### config.mk
export PLATFORM = sky130hd
export DESIGN_NAME = cla_seq_adder
export DESIGN_NICKNAME = d
export VERILOG_FILES = /design/src/rtl/cla_seq_pkg.sv /design/src/rtl/cla_seq_adder_cla8.sv /design/src/rtl/cla_seq_adder.sv
export SDC_FILE = /design/constraint.sdc
export NUM_CORES = 1
export LEC_CHECK = 0
export CAP_MARGIN = 20
export CELL_PAD_IN_SITES_DETAIL_PLACEMENT = 0
export CELL_PAD_IN_SITES_GLOBAL_PLACEMENT = 2
export CORE_MARGIN = 2
export CORE_UTILIZATION = 36
export CTS_CLUSTER_SIZE = 16
export DETAILED_ROUTE_END_ITERATION = 7
export PLACE_DENSITY_LB_ADDON = 0.1
export SLEW_MARGIN = 40
export SYNTH_ARGS = -nofsm -noshare
export SYNTH_HDL_FRONTEND = slang
export SYNTH_SLANG_ARGS = --single-unit
### constraint.sdc
create_clock -name clk -period 10.25 [get_ports clk]
set_input_delay 1.025 -clock clk [delete_from_list [all_inputs] [get_ports clk]]
set_output_delay 1.025 -clock clk [all_outputs]
set_load 0.05 [all_outputs]
### src/rtl/cla_seq_pkg.sv
// cla_seq_pkg: shared state encoding and slice width for the sequential CLA adder.
package cla_seq_pkg;
    typedef enum logic [1:0] {IDLE = 2'd0, RUN = 2'd1, DONE = 2'd2} state_t;
    localparam int SLICE_W = 8;
endpackage

### src/rtl/cla_seq_adder_cla8.sv
// cla8: 8-bit carry-lookahead slice; generate/propagate terms feed the carry chain.
module cla8 (
    input  logic [7:0] i_x,
    input  logic [7:0] i_y,
    input  logic       i_c,
    output logic [7:0] o_s,
    output logic       o_c
);
    logic [7:0] w_g;
    logic [7:0] w_p;
    logic [8:0] w_c;
    assign w_g = i_x & i_y;
    assign w_p = i_x ^ i_y;
    // the recurrence flattens into per-bit lookahead product terms
    always_comb begin
        w_c[0] = i_c;
        for (int i = 0; i < 8; i++) w_c[i+1] = w_g[i] | (w_p[i] & w_c[i]);
    end
    assign o_s = w_p ^ w_c[7:0];
    assign o_c = w_c[8];
endmodule

### src/rtl/cla_seq_adder.sv
// cla_seq_adder: WIDTH-bit add over WIDTH/8 cycles through one shared CLA8 slice, LSB byte first.
// Define CLA_SEQ_SUB_EN to add a sub input that turns the operation into x - y.
module cla_seq_adder
    import cla_seq_pkg::*;
#(
    parameter int WIDTH = 32
) (
    input  logic             clk,
    input  logic             rstN,
    input  logic             inValid,
    output logic             inReady,
`ifdef CLA_SEQ_SUB_EN
    input  logic             sub,
`endif
    input  logic [WIDTH-1:0] x,
    input  logic [WIDTH-1:0] y,
    input  logic             cIn,
    output logic             outValid,
    input  logic             outReady,
    output logic [WIDTH-1:0] s,
    output logic             cOut,
    output logic             ovf
);
    localparam int NBYTE = WIDTH / SLICE_W;
    localparam int CNT_W = $clog2(NBYTE + 1);

    if (WIDTH % SLICE_W != 0 || WIDTH < SLICE_W) begin : g_bad_width
        $error("cla_seq_adder: WIDTH must be a multiple of 8 and at least 8");
    end

    state_t             r_state, w_next;
    logic [WIDTH-1:0]   r_x, r_y, r_s;
    logic [CNT_W-1:0]   r_cnt;
    logic               r_carry, r_xmsb, r_ymsb;
    logic [WIDTH-1:0]   w_y_in;
    logic               w_c_in, w_accept, w_last, w_c8;
    logic [SLICE_W-1:0] w_sum8;

`ifdef CLA_SEQ_SUB_EN
    assign w_y_in = sub ? ~y : y;
    assign w_c_in = sub | cIn;
`else
    assign w_y_in = y;
    assign w_c_in = cIn;
`endif

    assign w_accept = inValid && inReady;
    assign w_last   = r_cnt == CNT_W'(NBYTE - 1);

    always_ff @(posedge clk or negedge rstN) begin
        if (!rstN) r_state <= IDLE;
        else       r_state <= w_next;
    end

    always_comb begin
        w_next   = r_state;
        inReady  = 1'b0;
        outValid = 1'b0;
        unique case (r_state)
            IDLE: begin
                inReady = 1'b1;
                w_next  = inValid ? RUN : IDLE;
            end
            RUN:  w_next = w_last ? DONE : RUN;
            DONE: begin
                outValid = 1'b1;
                w_next   = outReady ? IDLE : DONE;
            end
            default: w_next = IDLE;
        endcase
    end

    cla8 u_cla8 (
        .i_x (r_x[SLICE_W-1:0]),
        .i_y (r_y[SLICE_W-1:0]),
        .i_c (r_carry),
        .o_s (w_sum8),
        .o_c (w_c8)
    );

    // sum bytes enter at the top so the LSB byte lands at bit 0 after NBYTE shifts
    always_ff @(posedge clk or negedge rstN) begin
        if (!rstN) begin
            r_x     <= '0;
            r_y     <= '0;
            r_s     <= '0;
            r_cnt   <= '0;
            r_carry <= 1'b0;
            r_xmsb  <= 1'b0;
            r_ymsb  <= 1'b0;
        end else if (w_accept) begin
            r_x     <= x;
            r_y     <= w_y_in;
            r_carry <= w_c_in;
            r_xmsb  <= x[WIDTH-1];
            r_ymsb  <= w_y_in[WIDTH-1];
            r_cnt   <= '0;
        end else if (r_state == RUN) begin
            r_s     <= (r_s >> SLICE_W) | (WIDTH'(w_sum8) << (WIDTH - SLICE_W));
            r_x     <= r_x >> SLICE_W;
            r_y     <= r_y >> SLICE_W;
            r_carry <= w_c8;
            r_cnt   <= r_cnt + CNT_W'(1);
        end
    end

    assign s    = r_s;
    assign cOut = r_carry;
    assign ovf  = (r_xmsb == r_ymsb) && (r_s[WIDTH-1] != r_xmsb);
endmodule

* Yosys cells after proc, flatten, opt, wreduce, memory -nomap -nowiden
Index checks and enable logic that the tools add are counted.
W data, S select, Z words.
** Storage, ports and cells
- Register bits after elaboration :: 104
- Input bits :: 69
- Output and inout bits :: 36
- Word-level logic and storage cells :: 54
** Operators by class
- Add/subtract/negate cells :: 1
- Eq/ne operators :: 5
- Muxes and demuxes :: 14
- Bitwise logic cells :: 21
- Reduce and logical (&&, ||, !) cells :: 5
** Operators with widths (number)
- $mux W32 :: 4
- $or A24 B32 Y32 :: 1
- $xor A8 B8 Y8 :: 2
- $and A1 B1 Y1 :: 8
- $and A8 B8 Y8 :: 1
- $or A1 B1 Y1 :: 8
- $mux W3 :: 2
- $pmux W2 S3 :: 1
- $mux W1 :: 5
- $mux W2 :: 2
- $add A3 B1 Y3 const B :: 1
- $eq A3 B2 Y1 const B :: 1
- $eq A2 B1 Y1 const B :: 1
- $eq A2 B2 Y1 const B :: 1
- $logic_and A1 B1 Y1 :: 2
- $logic_not A2 Y1 :: 1
- $reduce_and A2 Y1 :: 1
- $reduce_bool A2 Y1 :: 1
- $eq A1 B1 Y1 :: 1
- $ne A1 B1 Y1 :: 1
- $not A1 Y1 :: 1

* Longest topological paths before layout
- Word-level depth :: 19
- Gate-level depth with buffers :: 12
- Gate-level depth less buffers :: 12

* Modules after synthesis
Synthesis repeated with hierarchy kept, for this count alone.
** Unflattened totals
- Cells, all modules :: 431
- Area total of the unflattened synthesis :: 4797.1 µm²
** Modules (own cells, without submodules)
- cla_seq_adder :: instances 1, cells an instance 413, area each 4599.4 µm², sequential area each 2602.5 µm²
- cla8 :: instances 1, cells an instance 18, area each 197.7 µm², sequential area each 0.0 µm²

* Worst setup path before layout
OpenSTA, ideal clock, no wires.
- Path kind :: register -> register
- Start point :: register r_carry, in the netlist cOut
- End point :: register r_s[31], in the netlist s[31]
- Library setup time :: 0.079 ns
- Arrival time :: 3.748 ns
- Required time :: 10.171 ns
- Slack :: 6.423 ns
- Cell stages (with the launch flop) :: 13
- Path buffers :: 0
- Period minus slack after synthesis :: 3.827 ns
- Path through :: dfrtp_1 inv_1 fa_1 inv_1 fa_1 fa_1 fa_1 fa_1 fa_1 fa_1 inv_1 fa_1 mux2i_1
** Between the ends
- Longest elaborated chain between the ends :: 16
** RTL lines
- start: declaration :: RTL line cla_seq_adder.sv:34 : logic r_carry, r_xmsb, r_ymsb;
- start signal: assignment :: RTL line cla_seq_adder.sv:94 : r_carry <= w_c_in;
- start signal: assignment :: RTL line cla_seq_adder.sv:102 : r_carry <= w_c8;
- $and A1 B1 Y1 :: RTL line cla_seq_adder_cla8.sv:17 : for (int i = 0; i < 8; i++) w_c[i+1] = w_g[i] | (w_p[i] & w_c[i]);
- $or A1 B1 Y1 :: RTL line cla_seq_adder_cla8.sv:17
- $and A1 B1 Y1 :: RTL line cla_seq_adder_cla8.sv:17
- $or A1 B1 Y1 :: RTL line cla_seq_adder_cla8.sv:17
- $and A1 B1 Y1 :: RTL line cla_seq_adder_cla8.sv:17
- $or A1 B1 Y1 :: RTL line cla_seq_adder_cla8.sv:17
- $and A1 B1 Y1 :: RTL line cla_seq_adder_cla8.sv:17
- $or A1 B1 Y1 :: RTL line cla_seq_adder_cla8.sv:17
- $and A1 B1 Y1 :: RTL line cla_seq_adder_cla8.sv:17
- $or A1 B1 Y1 :: RTL line cla_seq_adder_cla8.sv:17
- $and A1 B1 Y1 :: RTL line cla_seq_adder_cla8.sv:17
- $or A1 B1 Y1 :: RTL line cla_seq_adder_cla8.sv:17
- $and A1 B1 Y1 :: RTL line cla_seq_adder_cla8.sv:17
- $or A1 B1 Y1 :: RTL line cla_seq_adder_cla8.sv:17
- $xor A8 B8 Y8 :: RTL line cla_seq_adder_cla8.sv:19 : assign o_s = w_p ^ w_c[7:0];
- $or A24 B32 Y32 :: RTL line cla_seq_adder.sv:99 : r_s <= (r_s >> SLICE_W) | (WIDTH'(w_sum8) << (WIDTH - SLICE_W));
- end signal: assignment :: RTL line cla_seq_adder.sv:99
- end: declaration :: RTL line cla_seq_adder.sv:32 : logic [WIDTH-1:0] r_x, r_y, r_s;
No other way between the ends.
A chain may end at the register's enable or synchronous reset.

* Final worst setup path
Ends and elaborated chain as after synthesis.

==> out/metrics.cfg <==
[drt]
vias_per_cell = 5.171
firstDrtPassIters = 5
wirelength_mm = 11.59
ant_nets = 0
drtIter0Drc = 301
wire_per_inst_um = 16.95
vias = 3537
drc = 0

[critical_path]
critical_path_class = reg2reg
cp-start-kind = flop
crit_required_ns = 10.52
crit_chain = inv_1, fa_1, inv_1, fa_1, fa_1, fa_1, fa_1, fa_1, fa_1, inv_1, fa_1, mux2i_1
worstPathArrival_ns = 4.00
reg2reg_depth = 12
endpoint_kind = flop
cpPeakStageDelay_ns = 0.41
cpMostUsedCell = fa_1
cpMaxStageDelayCell = fa_1
crit_fanout = 2

[die]
rows = 43
die_area_sq_um = 14910
io_pins = 105
die_y_um = 122.1
coreArea_sq_um = 13770
die_w_um = 122.1
start_util = 0.3646

[clocking]
cts_sinks = 104
cts_tree = built
hold_buffers = 0
clkLatencyLatePin_ns = 0.35
cts_buffer_depth = 2
cts_resized = 0
path_clk_slew_ns = 0.07
cts_setup_buffers = 0
cts_buffers = 9
cts_root_buf = clkbuf_16
ctsHtreeMaxLevel = 3

[logic_synthesis]
syn_nets = 496
ys_top_cells_by_area = dfrtp_1 52%, mux2_2 5.4%, inv_1 4.3%
avgSynthCellArea_sq_um = 12.04
seq_area_frac_synth = 0.5182
synthArstFlopShare = 1.000
netlist_instances = 417
synth_ff_type = dfrtp_1
synth.top_cell.area_share = 0.5182
ys_ff_latch = 104
yosys_warnings = 0
synth.distinct_cells = 34
synthesis.area_sq_um = 5022
synth_edf_count = 0
yosys.area.top_type = dfrtp_1

[global_route]
grt_pass1_vias = 3536
antenna_found_initial = 0
grt_pass1_wl_mm = 18.93
grt_usage = 0.1655
grt.overflow.total = 0
grt_start_max_net_pins = 74

[final_layout]
diodes = 0
area_growth_pct = 26.98
final_layout_size_suffix_gt1_frac = 0.1230
fillers = 1314
fin_area_sq_um = 6377
final_cell_mix = 102 x dfrtp_1, 102 x clkdlybuf4s50_1, 57 x inv_1
nNetsFinal = 578

[placement]
dp_hpwl_mm = 7.566
place_area_sq_um = 6087
io_buffers = 104
gp_congestion = 0.7247
place_ws_ns = 6.500

[timing]
fin_setup_tns_ns = 0
maxSlewHeadroom = 0.5112
report.final.slew_viol_count = 0
max_clock_freq_mhz = 268.1
tightestPinTransition_ns = 0.7316
fin_worst_skew_ns = 0.004759
hold_violations = 0
worst_slack_ns = 6.520
period_share = 0.3639
rsz0062_at_grt = no
min_period_ns = 3.730
setup_viol = 0

[power_and_ir_drop]
powerDensity_nw_per_um2 = 348.5
p_leak_nw = 2.648
peakVddDrop_uv = 190.3

[flow_run]
maxCapViolCount = 0

[min_path]
hold_path_class = reg2reg
whs_path_depth = 2

[run_status]
status = complete, no violations

[path summary, 6_finish.rpt]
path / startpoint / to / slack, ns
max: cOut / s[31] / 6.52
min: r_x[27] / r_x[27] / 0.49
max reg2reg: cOut / s[31] / 6.52
min reg2reg: r_x[27] / r_x[27] / 0.49
max in group asynchronous: rstN / r_state[0] / 8.63
min in group asynchronous: rstN / s[0] / 0.60
[metal layers]
layer / GRT usage / part of all wire / vias up
li1: - / - / 1666
met1: 0.2424 / 0.48 / 1751
met2: 0.2413 / 0.45 / 107
met3: 0.03605 / 0.054 / 13
met4: 0.05819 / 0.015 / 0
met5: 0 / 0 / -
[metrics by stage]
stage	utilization	power [W]	cells	hold WS, ns
2_1_floorplan	-	0.001606	417	0.4573
6_report	0.4630	0.002223	684	0.4922
3_3_place_gp	0.4417	0.001889	668	0.4716
3_5_place_dp	0.4420	0.001910	668	0.4778
4_1_cts	0.4630	0.002255	684	0.4959
5_1_grt	0.4630	0.002388	684	0.5204
[area by class of cell]
type / instances / area (sq um) / area share
Clock buffer: 10 / 239.0 / 0.03747
Tap cell: 180 / 225.2 / 0.03531
Sequential cell: 104 / 2605 / 0.4085
Timing Repair Buffer: 111 / 1090 / 0.1709
Inverter: 57 / 214.0 / 0.03355
Multi-Input combinational cell: 216 / 1953 / 0.3063
Clock inverter: 6 / 51.30 / 0.008044
[sequential cells by signal (all words and copies together) (netlist names)]
register and flops:
r_cnt 3, s 32, r_ymsb 1, r_xmsb 1
cOut 1, r_state 2, r_x 32, r_y 32
[kinds of logic (layout without fill, tap and decap cells)]
| kind of cell | Yosys count | in the layout | share of synthesized area |
|---|---|---|---|
| AOI/OAI and AO/OA | 72 | 72 | 0.1290 |
| muxes | 35 | 35 | 0.07773 |
| and+or+nand+nor | 99 | 99 | 0.1452 |
| DFF | 104 | 104 | 0.5182 |
| adders and majority gates | 10 | 10 | 0.03687 |
| buffers and inverters | 97 | 184 | 0.09293 |
[worst max-delay path: cells and delay by family (launching register included)]
kind | cells | cell delay [ns]
DFF | 1 | 0.38
buffers and inverters | 3 | 0.22
muxes | 1 | 0.14
adders and majority gates | 8 | 2.89
[power breakdown]
| group | leakage [nW] | internal [W] | switching (W) |
|---|---|---|---|
| clock network | 0.140 | 0.000175 | 0.000159 |
| logic | 1.27 | 0.000480 | 0.000658 |
| registers | 1.24 | 0.000619 | 0.000133 |
| total | 2.65 | 0.00127 | 0.000949 |
[synth_stat cells (2+ instances only)]
cell / n
a211oi_1: 23
a222oi_1: 19
a22o_1: 10
buf_2: 16
buf_4: 4
buf_6: 9
clkbuf_1: 11
dfrtp_1: 104
fa_1: 8
ha_1: 2
inv_1: 57
mux2_1: 8
mux2_2: 24
mux2i_1: 3
nand2_1: 8
nand2b_1: 4
nand3b_1: 7
nor2_1: 2
nor2b_1: 20
nor3b_1: 24
nor4b_1: 24
o221a_2: 6
o221ai_1: 7
o22ai_1: 2
or4b_1: 6
No activity file was read; power rests on OpenSTA's default activity.
